--- config.mk ---
export PLATFORM = sky130hd
export DESIGN_NAME = vga_layer_compositor
export DESIGN_NICKNAME = d
export VERILOG_FILES = /design/src/rtl/vga_layer_compositor_pkg.sv /design/src/rtl/vga_layer_compositor_max_tree.sv /design/src/rtl/vga_layer_compositor.sv
export SDC_FILE = /design/constraint.sdc
export NUM_CORES = 1
export LEC_CHECK = 0
export CAP_MARGIN = 30
export CORE_ASPECT_RATIO = 0.8
export CORE_MARGIN = 2
export CORE_UTILIZATION = 35
export CTS_CLUSTER_DIAMETER = 30
export DETAILED_ROUTE_END_ITERATION = 12
export PLACE_DENSITY = 0.49
export SLEW_MARGIN = 10
export SYNTH_ARGS = -nofsm -noshare
export SYNTH_HDL_FRONTEND = slang
export SYNTH_SLANG_ARGS = --single-unit
export TNS_END_PERCENT = 100
--- constraint.sdc ---
create_clock -name clk -period 23.2 [get_ports clk]
set_clock_uncertainty 0.05 [all_clocks]
set_input_delay 2.32 -clock clk [delete_from_list [all_inputs] [get_ports clk]]
set_output_delay 2.32 -clock clk [all_outputs]
set_load 0.005 [all_outputs]
--- src/rtl/vga_layer_compositor_pkg.sv ---
// rtl/vga_layer_compositor_pkg.sv - shared constants and types for the VGA layer compositor
package vga_layer_compositor_pkg;

    localparam logic [3:0] CFG_SPR_X  = 4'd0;
    localparam logic [3:0] CFG_SPR_Y  = 4'd1;
    localparam logic [3:0] CFG_BAR_X  = 4'd2;
    localparam logic [3:0] CFG_BAR_Y0 = 4'd3;
    localparam logic [3:0] CFG_BAR_Y1 = 4'd4;

    localparam logic [11:0] TRANSPARENT = 12'hF0F;
    localparam logic [11:0] BAR_COLOR   = 12'hFF0;
    localparam int          BAR_W       = 4;

    typedef struct packed {
        logic [9:0] spr_x;
        logic [9:0] spr_y;
        logic [9:0] bar_x;
        logic [9:0] bar_y0;
        logic [9:0] bar_y1;
    } pos_regs_t;

    localparam pos_regs_t POS_RESET = '{
        spr_x:  10'd200,
        spr_y:  10'd80,
        bar_x:  10'd252,
        bar_y0: 10'd75,
        bar_y1: 10'd565
    };

    function automatic logic [11:0] default_palette(input int idx);
        case (idx)
            0:       default_palette = 12'hFFF;
            1:       default_palette = 12'h0FF;
            2:       default_palette = 12'hF00;
            3:       default_palette = 12'h0F0;
            4:       default_palette = 12'h000;
            5, 6, 7: default_palette = 12'h00F;
            default: default_palette = 12'h000;
        endcase
    endfunction

endpackage

--- src/rtl/vga_layer_compositor_max_tree.sv ---
// rtl/vga_layer_compositor_max_tree.sv - balanced combinational max reduction over a packed bus
module priority_max_tree #(
    parameter int N = 8,
    parameter int W = 3
) (
    input  logic [N*W-1:0] din,
    output logic [W-1:0]   max_out
);

    localparam int LEVELS = (N <= 1) ? 0 : $clog2(N);
    localparam int P      = 1 << LEVELS;

    // Heap-ordered tree: leaves at P-1..2P-2, unused leaves padded with zero.
    logic [P*W-1:0] padded;
    logic [W-1:0]   node [0:2*P-2];

    always_comb begin
        padded = '0;
        padded[N*W-1:0] = din;
        for (int i = 0; i < P; i++) begin
            node[P-1+i] = padded[i*W +: W];
        end
        for (int i = P - 2; i >= 0; i--) begin
            node[i] = (node[2*i+1] > node[2*i+2]) ? node[2*i+1] : node[2*i+2];
        end
    end

    assign max_out = node[0];

endmodule

--- src/rtl/vga_layer_compositor.sv ---
// rtl/vga_layer_compositor.sv - merges colour-index layers, a ROM sprite and a bar into 12-bit RGB
module vga_layer_compositor
    import vga_layer_compositor_pkg::*;
#(
    parameter int NUM_LAYERS = 8,
    parameter int IDX_W      = 3,
    parameter int SPR_W      = 48,
    parameter int SPR_H      = 80,
    parameter int ROM_LAT    = 1,
    parameter int VRES       = 480
) (
    input  logic                        clk,
    input  logic                        rst,
    input  logic                        pix_en,
    input  logic                        valid,
    input  logic [9:0]                  vgax,
    input  logic [9:0]                  vgay,
    input  logic [NUM_LAYERS*IDX_W-1:0] layer_idx,
    input  logic                        cfg_we,
    input  logic [3:0]                  cfg_addr,
    input  logic [11:0]                 cfg_data,
    output logic [11:0]                 spr_addr,
    input  logic [11:0]                 spr_data,
    output logic                        frame_commit,
    output logic [11:0]                 pixel
);

    localparam int PAL_N = 1 << IDX_W;
    localparam int LAST  = ROM_LAT - 1;

    pos_regs_t   shadow_pos, active_pos;
    logic [11:0] shadow_pal [PAL_N];
    logic [11:0] active_pal [PAL_N];

    logic             commit_hit;
    logic [IDX_W-1:0] pal_wr_idx;
    logic             pal_wr_ok;

    assign commit_hit = pix_en && (vgax == 10'd0) && (vgay == 10'(VRES));
    assign pal_wr_idx = IDX_W'(cfg_addr[2:0]);
    assign pal_wr_ok  = cfg_addr[3] && (int'(cfg_addr[2:0]) < PAL_N);

    // Shadow takes writes any clk; active copies the pre-write shadow on the commit tick.
    always_ff @(posedge clk or posedge rst) begin
        if (rst) begin
            shadow_pos   <= POS_RESET;
            active_pos   <= POS_RESET;
            frame_commit <= 1'b0;
            for (int i = 0; i < PAL_N; i++) begin
                shadow_pal[i] <= default_palette(i);
                active_pal[i] <= default_palette(i);
            end
        end else begin
            if (cfg_we) begin
                case (cfg_addr)
                    CFG_SPR_X:  shadow_pos.spr_x  <= cfg_data[9:0];
                    CFG_SPR_Y:  shadow_pos.spr_y  <= cfg_data[9:0];
                    CFG_BAR_X:  shadow_pos.bar_x  <= cfg_data[9:0];
                    CFG_BAR_Y0: shadow_pos.bar_y0 <= cfg_data[9:0];
                    CFG_BAR_Y1: shadow_pos.bar_y1 <= cfg_data[9:0];
                    default: begin
                        if (pal_wr_ok) begin
                            shadow_pal[pal_wr_idx] <= cfg_data;
                        end
                    end
                endcase
            end
            if (commit_hit) begin
                active_pos <= shadow_pos;
                active_pal <= shadow_pal;
            end
            frame_commit <= commit_hit;
        end
    end

    // Window compares widened to 11 bits so a sprite near x=1023 clips rather than wraps.
    logic [10:0] x_ext, y_ext;
    logic        hit_spr, hit_bar;
    logic [9:0]  dx, dy;
    logic [11:0] next_addr;
    logic [IDX_W-1:0] max_idx;

    assign x_ext = {1'b0, vgax};
    assign y_ext = {1'b0, vgay};

    assign hit_spr = (x_ext >= {1'b0, active_pos.spr_x})
                  && (x_ext <  {1'b0, active_pos.spr_x} + 11'(SPR_W))
                  && (y_ext >= {1'b0, active_pos.spr_y})
                  && (y_ext <  {1'b0, active_pos.spr_y} + 11'(SPR_H));

    assign hit_bar = (x_ext >= {1'b0, active_pos.bar_x})
                  && (x_ext <  {1'b0, active_pos.bar_x} + 11'(BAR_W))
                  && (y_ext >= {1'b0, active_pos.bar_y0})
                  && (y_ext <  {1'b0, active_pos.bar_y1});

    assign dx        = vgax - active_pos.spr_x;
    assign dy        = vgay - active_pos.spr_y;
    assign next_addr = hit_spr ? (12'(dx) * 12'(SPR_H) + 12'(dy)) : 12'd0;

    priority_max_tree #(
        .N (NUM_LAYERS),
        .W (IDX_W)
    ) u_max_tree (
        .din     (layer_idx),
        .max_out (max_idx)
    );

    // Stage 0 captures the sideband; stages 1..ROM_LAT-1 align it with spr_data.
    logic             sb_valid [ROM_LAT];
    logic             sb_spr   [ROM_LAT];
    logic             sb_bar   [ROM_LAT];
    logic [IDX_W-1:0] sb_idx   [ROM_LAT];

    always_ff @(posedge clk or posedge rst) begin
        if (rst) begin
            spr_addr <= '0;
            for (int i = 0; i < ROM_LAT; i++) begin
                sb_valid[i] <= 1'b0;
                sb_spr[i]   <= 1'b0;
                sb_bar[i]   <= 1'b0;
                sb_idx[i]   <= '0;
            end
        end else if (pix_en) begin
            spr_addr    <= next_addr;
            sb_valid[0] <= valid;
            sb_spr[0]   <= hit_spr;
            sb_bar[0]   <= hit_bar;
            sb_idx[0]   <= max_idx;
            for (int i = 1; i < ROM_LAT; i++) begin
                sb_valid[i] <= sb_valid[i-1];
                sb_spr[i]   <= sb_spr[i-1];
                sb_bar[i]   <= sb_bar[i-1];
                sb_idx[i]   <= sb_idx[i-1];
            end
        end
    end

    logic [11:0] pixel_next;

    always_comb begin
        pixel_next = active_pal[sb_idx[LAST]];
        if (!sb_valid[LAST]) begin
            pixel_next = 12'h000;
        end else if (sb_spr[LAST] && (spr_data != TRANSPARENT)) begin
            pixel_next = spr_data;
        end else if (sb_bar[LAST]) begin
            pixel_next = BAR_COLOR;
        end
    end

    always_ff @(posedge clk or posedge rst) begin
        if (rst) begin
            pixel <= '0;
        end else if (pix_en) begin
            pixel <= pixel_next;
        end
    end

endmodule

==> impl.org <==
** Die
- Die width :: 247 µm
- During I/O placement, the number of pins put on the boundary was 102.
- Initial Util :: 35.3%
- The core region is 46700 µm².
- Area of the die :: 48800 µm²
- After floorplanning, the core was divided into 71 placement rows.
- Measured along the y axis, the die boundary spans 198 µm.

** Finish
- Non-Filler Cell Area, Final :: 21100 µm²
- Cells fill 45.1% of the core in the end.
- Number of non-filler instances in the completed layout :: 2136
- Area Overhead vs Synth :: 28.1%
- Fraction of final layout cells with drive strength greater than 1 :: 37.9%
- Antenna Cells :: 0
- Count of nets after finishing :: 1635

** Clock network
- Post-CTS repair timing setup buffer count :: 0
- Once the clock tree was built, the resizer swapped 0 gates to a different size.
- CTS max path bufs :: 3
- Clock latency of the later-clocked register in the worst-skew pair :: 0.59 ns
- The clock net in this run drives a total of 323 sinks.
- Count of H-tree levels built during CTS :: 3
- TritonCTS built the clock tree.
- Clock transition time at the flip-flop clock pins of the worst setup and hold paths :: 0.04 ns
- The tree is rooted in a sky130_fd_sc_hd__clkbuf_16.
- Number of clock buffers inserted by TritonCTS :: 83
- Hold_buf cts :: 0

** Power and ir drop
- For this design the static power due to leakage is 9.52 nW.
- For this design the ratio of total power to cell area is 99.1 nW/µm².
- Of the total power, the clock network draws 56.6%.
- In this run switching power makes up 23.6% of total power.
- For this design the total switching power over the nets is 0.493 mW.
- The design draws 2.09 mW.
- Internal portion of total power :: 1.60 mW
- Across the VDD grid, the largest voltage drop is 0.0534 mV.
- The share of total power dissipated in combinational logic is 10.6%.
- Registers are responsible for 32.8% of the overall power.

** Timing
- In the final timing run, aggregate negative setup slack is 0 ns.
- Final worst path period share :: 26.2%
- Derived from the worst setup path, the maximum achievable clock frequency is 0.164 GHz.
- The max-slew violation total from the final report came to 0.
- Slew at the pin closest to its max-slew limit :: 1.07 ns
- Measured against its own limit, the worst slew margin works out to 28.7%.
- Final-report hold violation count :: 0
- # setup viols final :: 0
- The routed design could run at a clock period as short as 6.08 ns.
- RSZ-0062 raised after global routing :: no

** Routing
- Initial DRT Pass Iterations :: 4
- The count of nets left with antenna violations once routing finished came out at 0.
- Summed over all nets, wire length on met3 after detailed routing comes to 1430 µm.
- After detailed routing, the wire length on met1 is 20800 µm.
- The routed design uses 18200 µm of met2 wire.
- Post-detailed-route DRC marker count :: 0
- Post-Route WL :: 41100 µm
- For this block, the initial DRC count from the detailed router was 557.
- Post-DR vias/cell :: 4.97
- Total vias in the final route :: 10600
- Top routing layer in use :: met4
- Dividing the detail-routed wire length by the instance count gives 19.3 µm.

** Worst setup path
- Largest fanout on the critical path :: 6
- Data on the critical path is required at its endpoint by 23.62 ns.
- Start-to-end type of the worst setup path :: input port to flop
- For the worst flop-to-flop path, the logic depth is 15.
- At the worst endpoint, the arrival time is 6.50 ns.
- STA classifies the critical path startpoint as an input port.
- Crit path capture type :: flop

** Logic synthesis
- Sequential cell area fraction in the yosys report :: 50.0%
- The largest total area in the synthesized netlist belongs to sky130_fd_sc_hd__dfrtp_1.
- sky130_fd_sc_hd__mux2_2 is the most common cell in the netlist.
- After Yosys synthesis, XOR and XNOR cells account for 1.91% of the synthesized area.
- Gate count after technology mapping :: 1301
- The mapped netlist covers 16500 µm².
- Counting instances in the post-synthesis netlist gives the leading cell types as 258 x sky130_fd_sc_hd__mux2_2, 203 x sky130_fd_sc_hd__dfrtp_1, 120 x sky130_fd_sc_hd__dfstp_2, 108 x sky130_fd_sc_hd__ha_1, 93 x sky130_fd_sc_hd__inv_1.
- Area fraction in and, or, nand and nor cells after synthesis :: 4.93%
- Top-area cell type share of the netlist area :: 30.8%
- Post-synthesis async set-or-reset flop share :: 100%
- Measured against the total synthesized area, the mux share comes to 22.5%.
- In this run, synthesis produced a sequential element count of 323.
- In this run, distinct cell masters in the synthesized netlist total 65.
- Compound-gate portion of the synthesized area :: 8.30%
- During synthesis, Yosys emitted a total of 0 warnings.
- Counting flops with a built-in enable in the synthesized netlist gives 0.
- Among all flip-flop cells after synthesis, the most frequent one is sky130_fd_sc_hd__dfrtp_1.
- Net Count, Synth :: 1490
- Dominant combinational cell family by area after synthesis :: multiplexers
- Dividing the synthesized area by the synthesized cell count gives 12.7 µm².
- Most area-consuming cells after synthesis :: sky130_fd_sc_hd__dfrtp_1 31%, sky130_fd_sc_hd__dfstp_2 19%, sky130_fd_sc_hd__mux2_2 18%
- Synth Area in Adders :: 8.69%

** Hold path
- Class of the worst hold path :: flop to flop
- Along the worst hold path, the cell count comes to 2.

** GRT
- Wire length of the first global-routing pass :: 64500 µm
- The initial antenna violation count was 0.
- Largest net degree at the start of global routing :: 192
- Global routing used 17.3% of the available tracks.
- Number of global-route vias before repair :: 10900
- Summed over all layers, the global routing overflow is 0.

** Placement
- Number of placed instances, taps included :: 1979
- Summing all placed instances gives a cell area of 18200 µm².
- Port Buffers :: 101
- Final weighted congestion in routability-driven placement :: 0.796
- HPWL reported at the end of detailed placement :: 26600 µm

** Status
- The run finished with clean final reports.

** Flow run
- Number of max-cap violations :: 0
-- state kept, by name, indices dropped and copies added (netlist names) --
signal	flops
shadow_pal	96
frame_commit	1
sb_bar	1
pixel	12
spr_addr	12
sb_idx	3
active_pos	50
active_pal	96
sb_valid	1
sb_spr	1
shadow_pos	50
-- cells in the final DEF (no fill, tap or decap), types with 8 or more instances in the layout --
cell / count
sky130_fd_sc_hd__dfstp_2: 120
sky130_fd_sc_hd__xnor2_1: 27
sky130_fd_sc_hd__a21oi_1: 40
sky130_fd_sc_hd__mux4_2: 24
sky130_fd_sc_hd__nor3_1: 10
sky130_fd_sc_hd__nor2_1: 25
sky130_fd_sc_hd__nand2b_1: 14
sky130_fd_sc_hd__clkdlybuf4s50_1: 101
sky130_fd_sc_hd__buf_4: 12
sky130_fd_sc_hd__a21o_1: 19
sky130_fd_sc_hd__mux2_2: 258
sky130_fd_sc_hd__clkinvlp_4: 9
sky130_fd_sc_hd__clkbuf_16: 84
sky130_fd_sc_hd__clkbuf_1: 17
sky130_fd_sc_hd__mux2i_1: 26
sky130_fd_sc_hd__o21ai_0: 83
sky130_fd_sc_hd__dfrtp_1: 201
sky130_fd_sc_hd__clkinv_2: 19
sky130_fd_sc_hd__nand3_1: 9
sky130_fd_sc_hd__o2bb2ai_2: 8
sky130_fd_sc_hd__bufinv_16: 14
sky130_fd_sc_hd__inv_1: 92
sky130_fd_sc_hd__xor2_1: 9
sky130_fd_sc_hd__nand2_1: 65
sky130_fd_sc_hd__ha_1: 108
sky130_fd_sc_hd__nor2b_1: 11
-- routing by layer --
layer,GRT usage [%],vias to the layer above
met5,0,-
met3,3.63,60
li1,-,4995
met4,4.89,0
met2,25.8,157
met1,25.4,5410
-- cell families after synthesis --
family / Yosys count
and+or+nand+nor: 164
DFF: 323
AOI/OAI and AO/OA: 207
xor gates and xnor gates: 36
muxes: 308
buffers and inverters: 151
adders and majority gates: 112
-- final cells by class --
class	count	area (µm²)
Clock buffer	108	2260
Clock inverter	47	646
Fill cell	4253	25600
Inverter	94	360
Multi-Input combinational cell	827	7640
Sequential cell	323	8240
Tap cell	620	776
Timing Repair Buffer	117	1180
-- power by group through the flow --
stage	clock network (mW)	logic [mW]	registers (mW)
after detailed placement	0	0.225	0.693
final	1.18	0.222	0.686
after CTS	1.21	0.227	0.686
after global placement	0	0.220	0.690
after floorplan	0	0.171	0.672
after global routing	1.24	0.247	0.695
-- critical path, cell delays in order --
cell and delay (ns):
sky130_fd_sc_hd__clkdlybuf4s50_1 0.49, sky130_fd_sc_hd__inv_1 0.05, sky130_fd_sc_hd__ha_1 0.29, sky130_fd_sc_hd__nor2b_1 0.13
sky130_fd_sc_hd__o21ai_0 0.09, sky130_fd_sc_hd__a32oi_1 0.40, sky130_fd_sc_hd__mux2i_1 0.34, sky130_fd_sc_hd__inv_1 0.08
sky130_fd_sc_hd__ha_1 0.31, sky130_fd_sc_hd__a21o_1 0.11, sky130_fd_sc_hd__a21oi_1 0.06, sky130_fd_sc_hd__a31oi_1 0.35
sky130_fd_sc_hd__mux2i_1 0.32, sky130_fd_sc_hd__ha_1 0.29, sky130_fd_sc_hd__a21o_1 0.16, sky130_fd_sc_hd__a21oi_1 0.15
sky130_fd_sc_hd__a31oi_1 0.11, sky130_fd_sc_hd__and3_1 0.22, sky130_fd_sc_hd__a211o_1 0.22
-- stage by stage --
step | worst slack (ns) | hold slack (ns)
after floorplan | 12.09 | 0.394
after global placement | 16.81 | 0.408
after detailed placement | 16.61 | 0.413
after CTS | 17.21 | 0.412
after global routing | 16.83 | 0.444
final | 17.12 | 0.411
-- path summary, 6_finish.rpt --
path                                   to  slack, ns           start
max in group asynchronous       sb_idx[0]      19.66             rst
hold reg to reg            active_pos[38]       0.41  shadow_pos[38]
setup / recovery                sb_idx[1]      17.12    layer_idx[4]
setup reg to reg             spr_addr[11]      19.47  active_pos[41]
hold / removal             active_pos[38]       0.41  shadow_pos[38]
min in group asynchronous  shadow_pos[48]       2.05             rst
(Power assumes the default switching activity.)
